==> src/rtl/shift_sequencer.sv <==
// Shift-register sequencer: clear, load from a/b, then N prescaled shift steps.
// Ports: clk, clr_n (async active-low reset); start/abort requests;
//   src_sel/mode/steps config (latched on start); sel1/sel2/func/load_n/clr
//   datapath controls; busy/done/aborted status; steps_left countdown.
module shift_sequencer #(
    parameter int unsigned TICK_DIV = 600,
    parameter int unsigned STEP_W   = 4
) (
    input  logic              clk,
    input  logic              clr_n,
    input  logic              start,
    input  logic              abort,
    input  logic              src_sel,
    input  logic [1:0]        mode,
    input  logic [STEP_W-1:0] steps,
    output logic              sel1,
    output logic              sel2,
    output logic [1:0]        func,
    output logic              load_n,
    output logic              clr,
    output logic              busy,
    output logic              done,
    output logic              aborted,
    output logic [STEP_W-1:0] steps_left
);

    typedef enum logic [2:0] {
        S_IDLE,
        S_CLEAR,
        S_LOAD,
        S_WAIT,
        S_SHIFT,
        S_DONE
    } state_t;

    localparam logic [15:0] PRESC_INIT = 16'(TICK_DIV - 1);

    state_t            state_q, state_d;
    logic [15:0]       presc_q, presc_d;
    logic [STEP_W-1:0] sleft_q, sleft_d;
    logic [STEP_W-1:0] steps_q, steps_d;
    logic [1:0]        mode_q, mode_d;
    logic              src_q, src_d;
    logic              abrt_q, abrt_d;
    logic              go;
    logic              kill;

    // abort only terminates a live sequence; DONE completes regardless
    assign go   = (state_q == S_IDLE) && start && !abort;
    assign kill = abort && (state_q != S_IDLE) && (state_q != S_DONE);

    always_ff @(posedge clk or negedge clr_n) begin
        if (!clr_n) begin
            state_q <= S_IDLE;
            presc_q <= '0;
            sleft_q <= '0;
            steps_q <= '0;
            mode_q  <= '0;
            src_q   <= 1'b0;
            abrt_q  <= 1'b0;
        end else begin
            state_q <= state_d;
            presc_q <= presc_d;
            sleft_q <= sleft_d;
            steps_q <= steps_d;
            mode_q  <= mode_d;
            src_q   <= src_d;
            abrt_q  <= abrt_d;
        end
    end

    always_comb begin
        state_d = state_q;
        unique case (state_q)
            S_IDLE:  if (go) state_d = S_CLEAR;
            S_CLEAR: state_d = S_LOAD;
            S_LOAD:  state_d = (steps_q == '0) ? S_DONE : S_WAIT;
            S_WAIT:  if (presc_q == '0) state_d = S_SHIFT;
            S_SHIFT: state_d = (sleft_q == STEP_W'(1)) ? S_DONE : S_WAIT;
            S_DONE:  state_d = S_IDLE;
            default: state_d = S_IDLE;
        endcase
        if (kill) state_d = S_IDLE;
    end

    always_comb begin
        src_d   = src_q;
        mode_d  = mode_q;
        steps_d = steps_q;
        if (go) begin
            src_d   = src_sel;
            mode_d  = mode;
            steps_d = steps;
        end
        // reload on WAIT entry, count down while staying in WAIT
        if (state_d == S_WAIT) begin
            presc_d = (state_q == S_WAIT) ? presc_q - 16'd1 : PRESC_INIT;
        end else begin
            presc_d = '0;
        end
        sleft_d = sleft_q;
        if (state_d == S_LOAD) sleft_d = steps_q;
        if (state_q == S_SHIFT) sleft_d = sleft_q - STEP_W'(1);
        if (kill) sleft_d = '0;
        abrt_d = kill;
    end

    always_comb begin
        sel1   = 1'b0;
        sel2   = 1'b0;
        func   = 2'b00;
        load_n = 1'b1;
        clr    = 1'b0;
        done   = 1'b0;
        unique case (state_q)
            S_IDLE:  ;
            S_CLEAR: clr = 1'b1;
            S_LOAD: begin
                sel1   = src_q;
                load_n = 1'b0;
            end
            S_WAIT: begin
                sel1 = src_q;
                sel2 = 1'b1;
                func = mode_q;
            end
            S_SHIFT: begin
                sel1   = src_q;
                sel2   = 1'b1;
                func   = mode_q;
                load_n = 1'b0;
            end
            S_DONE: begin
                sel1 = src_q;
                done = 1'b1;
            end
            default: ;
        endcase
    end

    assign busy       = (state_q != S_IDLE);
    assign aborted    = abrt_q;
    assign steps_left = sleft_q;

endmodule

==> config.mk <==
export PLATFORM = sky130hd
export DESIGN_NAME = shift_sequencer
export DESIGN_NICKNAME = d
export VERILOG_FILES = /design/src/rtl/shift_sequencer.sv
export SDC_FILE = /design/constraint.sdc
export NUM_CORES = 1
export LEC_CHECK = 0
export ABC_CLOCK_PERIOD_IN_PS = 2250
export BUFFER_PORTS_ARGS = -buffer_cell sky130_fd_sc_hd__buf_4
export CAP_MARGIN = 20
export CORE_MARGIN = 10
export CORE_UTILIZATION = 40
export DETAILED_ROUTE_END_ITERATION = 10
export SYNTH_ARGS = -nofsm -noshare
export SYNTH_HDL_FRONTEND = slang
export SYNTH_SLANG_ARGS = --single-unit
export TNS_END_PERCENT = 10
==> constraint.sdc <==
create_clock -name clk -period 2.25 [get_ports clk]
set_clock_uncertainty 0.2 [all_clocks]
set_input_delay 0.225 -clock clk [delete_from_list [all_inputs] [get_ports clk]]
set_output_delay 0.225 -clock clk [all_outputs]
set_load 0.01 [all_outputs]
==> impl_metrics.tcl, run 1 <==
set metrics [dict create \
    ios 24 \
    numCtsBuffers 5 \
    worst_pin_slew_ps 479.3 \
    drc 0 \
    cp.required_ps 1820 \
    fp-row-count 23 \
    start_util_pct 41.77 \
    cpMaxStageDelayCell "dfrtp_1" \
    io_buffers 23 \
    dpl.hpwl_um 2837 \
    maxSlewViolCount 0 \
    ys.flop_type "dfrtp_1" \
    cts_tree "built" \
    critPathKind "reg2out" \
    track_usage_pct 10.97 \
    grt_max_degree 32 \
    synth.avg_cell_area_sq_um 9.672 \
    syn-cell-area_sq_mm 0.001683 \
    power.leakage_nw 1.025 \
    fin_crit_sh_pct 94.05 \
    synth_edf_count 0 \
    routed_wl_um 3832 \
    ir_worst_vdd_mv 0.5670 \
    postRouteAntennaNets 0 \
    synth_top_area_cell "dfrtp_1" \
    max-slew-margin-rel_pct 67.93 \
    max-cap-violations 0 \
    synthArstFlopShare_pct 100.0 \
    post_route_cells_drive_above_1_share_pct 27.65 \
    stdcell_count 267 \
    dr.first_iter.drc_count 93 \
    setup_violations 0 \
    crit_family "simple AND/OR/NAND/NOR gates" \
    gp_congestion 0.8448 \
    drt_pre_antenna_iters 4 \
    die_height_um 84.86 \
    hold_viol_final 0 \
    path_cells "or3b_1 > buf_4 > nand2_1 > and2_1 > buf_4" \
    wire_per_inst_um 14.35 \
    yosysWarningCount 0 \
    cp_data_arrival_time_ps 1690 \
    crit_path_start_kind "register" \
    design.core.area_sq_mm 0.004029 \
    cts-root-buf "clkbuf_8" \
    dpl.cell_count 250 \
    status "finished, final reports clean" \
    mappedNetlistNets 188 \
    period_needed_ps 2116 \
    holdCritPathClass "in2reg" \
    die_w_um 84.86 \
    syn_inst 174 \
    grt_pass1_wl_um 6679 \
    yosys_register_bits 31 \
    cp_common_cell "buf_4" \
    insertion_delay_ps 280 \
    cts.sinks 31 \
    num_antenna_cells 0 \
    via_per_inst 5.157 \
    dieArea_sq_mm 0.007201 \
    rsz0062_at_grt "false" \
    antenna_found_initial 0 \
    synth-seq-area-share_pct 46.10 \
    grt_pass1_vias 1411 \
    nNetsFinal 230 \
    htreeDepth 2 \
    synth_top_area_share_pct 46.10 \
    post_cts.repair.setup_buffers 0 \
    endpoint_kind "output port" \
    gr-total-overflow 0 \
    n_fill_cell 365 \
    fmax_mhz 472.6 \
    area_delta_synth_final_pct 27.88 \
    p_per_area_mw_per_mm2 1118 \
    cp.buffers_inverters 2 \
    yosys-top-cells-area "dfrtp_1 (46%), mux2_2 (5.4%), nor2_1 (5.1%)" \
    num_vias 1377 \
    synth_cell_types 41 \
    cp_slowest_stage_delay_ps 440 \
    cts_buffer_depth 2 \
    path_clk_slew_ps 70 \
    finalSetupTns_ps 0 \
    crit_fanout 9 \
]
==> final cells by class <==
class	count	area, sq um	share of cell area, %
Multi-Input combinational cell	131	872.1	40.52
Tap cell	50	62.56	2.907
Clock inverter	2	12.51	0.5814
Sequential cell	31	775.7	36.05
Timing Repair Buffer	42	337.8	15.70
Inverter	5	18.77	0.8721
Clock buffer	6	72.57	3.372
==> layer usage <==
layer	global-route usage, %	up-vias	share of wire (%)
li1	-	682	-
met3	3.920	2	5.0
met1	14.02	666	49
met5	0	-	0
met2	16.47	27	46
met4	4.192	0	0.50
==> path summary, 6_finish.rpt <==
kind | to | slack, ps | start | cells after the start
worst max register to register | presc_q[7] | 160 | presc_q[2] | 4
min in group asynchronous | presc_q[4] | 210 | clr_n | 2
worst max-delay path | func[1] | 130 | state_q[2] | 5
worst min-delay path | state_q[0] | 180 | start | 5
max in group asynchronous | presc_q[8] | 1350 | clr_n | 2
worst min register to register | mode_q[1] | 310 | mode_q[1] | 1
==> flip-flops by register name, indices dropped and copies added (netlist names) <==
signal      cells
steps_left      4
state_q         3
steps_q         4
presc_q        16
aborted         1
src_q           1
mode_q          2
==> stage by stage <==
stage          power [mW]  area, sq um  worst slack, ps  utilization [%]  hold WS (ps)
6_report            2.406         2152            133.9            53.42         179.8
2_1_floorplan       1.640         1683            137.6                -        -270.6
4_1_cts             2.413         2132            65.81            52.92         176.0
3_3_place_gp        1.944         1957            146.2            48.57        -22.23
3_5_place_dp        1.960         1957            82.02            48.57        -16.23
5_1_grt             2.602         2152            23.77            53.42         204.4
==> synthesized netlist by cell type (3+ instances only) <==
cell type / n
nor2_1: 23
nand2_1: 10
ha_1: 3
mux2_2: 8
nor3b_1: 3
or3_1: 3
xnor2_1: 8
clkbuf_1: 4
o21ai_0: 7
nor2b_1: 4
xor2_1: 3
dfrtp_1: 31
nand2b_1: 5
a21oi_1: 17
nor3_1: 7
inv_1: 5
==> what timing repair did <==
action | in CTS | in global routing
setup endpoints to repair | 0 | 8
hold buffers | 9 | 0
gates resized for setup | 0 | 5
endpoints found under the hold margin | 40 | 0
==> worst min-delay path, cell delays in order <==
cell and delay [ps]:
buf_4 100, nor2_1 40, nor2_1 70, o21ai_0 80, a21oi_1 110
==> power breakdown <==
group	total [mW]	internal [mW]	switching (mW)
registers	0.816	0.692	0.124
clock network	0.427	0.216	0.212
logic	1.16	0.600	0.563
total	2.41	1.51	0.898
==> cells in the final DEF, fill, tap and decap left out, types with 2 or more instances in the layout <==
cell | synthesis | routed
nand3b_1 | 2 | 2
and2_1 | 2 | 2
nor3b_1 | 3 | 2
nor3b_2 | 1 | 2
buf_4 | 0 | 33
mux2_2 | 8 | 8
or3_1 | 3 | 3
nand2b_1 | 5 | 5
o22ai_1 | 2 | 2
nor3_1 | 7 | 7
xnor2_1 | 8 | 8
o21ai_0 | 7 | 6
xor2_1 | 3 | 3
clkbuf_8 | 0 | 5
nand3_1 | 2 | 2
a21oi_1 | 17 | 17
dlygate4sd3_1 | 0 | 9
inv_1 | 5 | 5
nor2b_1 | 4 | 4
ha_1 | 3 | 3
or2_2 | 2 | 2
nor2_1 | 23 | 23
dfrtp_1 | 31 | 31
nand2_1 | 10 | 10
==> kinds of logic after synthesis <==
logic type      after synthesis  share of synthesized area (%)
simple gates                 72                          23.87
buf+inv                      12                          3.271
compound gates               36                          12.86
mux                           9                          5.948
xor+xnor                     11                          5.725
flops                        31                          46.10
fa+ha+maj                     3                          2.231
Note: power is estimated with default switching activity, not from simulation.
==> inputs of run 2 (changes only) <==
Settings changed: CORE_ASPECT_RATIO set to 1.2, CTS_CLUSTER_DIAMETER set to 40, REMOVE_ABC_BUFFERS set to 1.
==> run 2 against run 1 <==
Hold slack better by 49 ps. Clock-buffer cell count stayed put. Global-route usage is 0.68 points higher. Sequential power hardly changed. Non-clock buffer count is 2 higher. Critical path type is now reg2reg. Largest power group unchanged.
==> impl_metrics.tcl, run 2 (synthesized netlist as in run 1, its figures left out) <==
set metrics [dict create \
    seq_power_share_pct 33.1 \
    hold_viol_final 0 \
    gr-total-overflow 0 \
    gp_congestion 0.8399 \
    cts_tree "built" \
    cp.required_ps 2250 \
    setup_violations 0 \
    track_usage_pct 11.64 \
    power.leakage_nw 1.037 \
    design_power_total_mw 2.467 \
    maxSlewViolCount 0 \
    path_clk_slew_ps 60 \
    postRouteAntennaNets 0 \
    die_w_um 79.21 \
    via_per_inst 5.243 \
    grt_pass1_wl_um 6858 \
    final_cell_mix "buf_4 (35), dfrtp_1 (30), nor2_1 (23)" \
    cp_data_arrival_time_ps 2140 \
    clkPwrFrac_pct 17.5 \
    start_util_pct 42.03 \
    dr.first_iter.drc_count 64 \
    endpoint_kind "register" \
    drt_pre_antenna_iters 4 \
    routed_wl_um 4010 \
    nNetsFinal 232 \
    grt_pass1_vias 1437 \
    post_route_cells_drive_above_1_share_pct 28.44 \
    die_height_um 91.06 \
    drc 0 \
    netSwitchingFraction_pct 36.56 \
    dieArea_sq_mm 0.007212 \
    cts-root-buf "clkbuf_8" \
    combPwrFrac_pct 49.4 \
    ir_worst_vdd_mv 0.5915 \
    power.switching_mw 0.9019 \
    fp-row-count 25 \
    antenna_found_initial 0 \
    io_buffers 23 \
    design.core.area_sq_mm 0.004004 \
    fin_crit_sh_pct 95.10 \
    insertion_delay_ps 280 \
    pre_cts_ws_ps 102.7 \
    area_delta_synth_final_pct 29.22 \
    stdcell_count 272 \
    max-cap-violations 0 \
    cts.sinks 31 \
    ios 24 \
    critPathKind "reg2reg" \
    rr_worst_depth 5 \
    top_register "presc_q" \
    crit_path_start_kind "register" \
    final_common_cell "buf_4" \
    holdCritPathClass "in2async" \
    post_cts.repair.setup_buffers 0 \
    numCtsBuffers 5 \
    num_antenna_cells 0 \
    rsz0062_at_grt "false" \
    period_needed_ps 2140 \
    worst_pin_slew_ps 492.6 \
    largest_reg_flops 16 \
    fmax_mhz 467.3 \
    p_int_mw 1.565 \
    status "finished, final reports clean" \
    dpl.hpwl_um 3019 \
    htreeDepth 2 \
    timing.rr.start "state_q[1]" \
    cts_buffer_depth 2 \
    crit_fanout 9 \
    startpoint "state_q[1]" \
    worst_slack_ps 110.3 \
    grt_max_degree 32 \
    wire_per_inst_um 14.74 \
    num_vias 1426 \
    p_per_area_mw_per_mm2 1135 \
    dpl.cell_count 256 \
    finalSetupTns_ps 0 \
    max-slew-margin-rel_pct 67.04 \
]
-- run 2: cell count changes in the layout (fill, tap and decap cells not counted) --
| cell | previous run | this run |
|---|---|---|
| o21a_2 | 1 | 0 |
| clkbuf_8 | 5 | 6 |
| buf_4 | 33 | 35 |
| dfrtp_1 | 31 | 30 |
| clkbuf_1 | 1 | 0 |
| o21a_1 | 1 | 2 |
| dfrtp_2 | 0 | 1 |
| clkinvlp_4 | 1 | 0 |
-- run 2: stage by stage --
step	util [%]	hold WS (ps)	cell area [sq um]
4_1_cts	53.81	202.4	2155
2_1_floorplan	-	-270.6	1647
6_report	54.31	229.1	2175
3_5_place_dp	49.38	-9.301	1977
5_1_grt	54.31	250.6	2175
3_3_place_gp	49.38	-18.52	1977
-- run 2: what timing repair did --
action                                  CTS  global route
endpoints found under the hold margin    40             0
hold buffers                              9             0
endpoints found under the setup margin    0            10
resized for setup                         0             5
-- run 2: path summary, 6_finish.rpt --
| check | slack (ps) | end |
|---|---|---|
| setup / recovery | 110 | steps_left[0] |
| hold / removal | 230 | presc_q[0] |
| setup reg to reg | 110 | steps_left[0] |
| hold reg to reg | 300 | src_q |
| max in group asynchronous | 1300 | state_q[2] |
| min in group clk | 230 | state_q[0] |
-- run 2: critical path: stages, from the launching register on --
cell,delay [ps]
dfrtp_1,450
or3b_1,430
o32ai_1,180
o21a_1,300
mux2_2,360
a21oi_1,150
-- run 2: layout make-up --
| class | instances | area [sq um] |
|---|---|---|
| Clock inverter | 1 | 5.005 |
| Inverter | 5 | 18.77 |
| Sequential cell | 31 | 777.0 |
| Tap cell | 54 | 67.56 |
| Clock buffer | 6 | 82.58 |
| Timing Repair Buffer | 44 | 352.8 |
| Fill cell | 373 | 1829 |
| Multi-Input combinational cell | 131 | 870.8 |
-- run 2: metal layers --
layer	track usage (%)	part of all wire [%]
met1	12.34	43
met2	19.82	50
met3	4.536	5.9
met4	5.090	1.8
met5	0	0
-- run 2: power groups by stage --
stage | Clock (mW) | Sequential (mW) | Combinational (mW)
floorplan | 0 | 0.823 | 0.775
global placement | 0 | 0.814 | 1.17
detailed placement | 0 | 0.822 | 1.19
CTS | 0.449 | 0.812 | 1.21
global route | 0.479 | 0.840 | 1.35
finish | 0.432 | 0.818 | 1.22
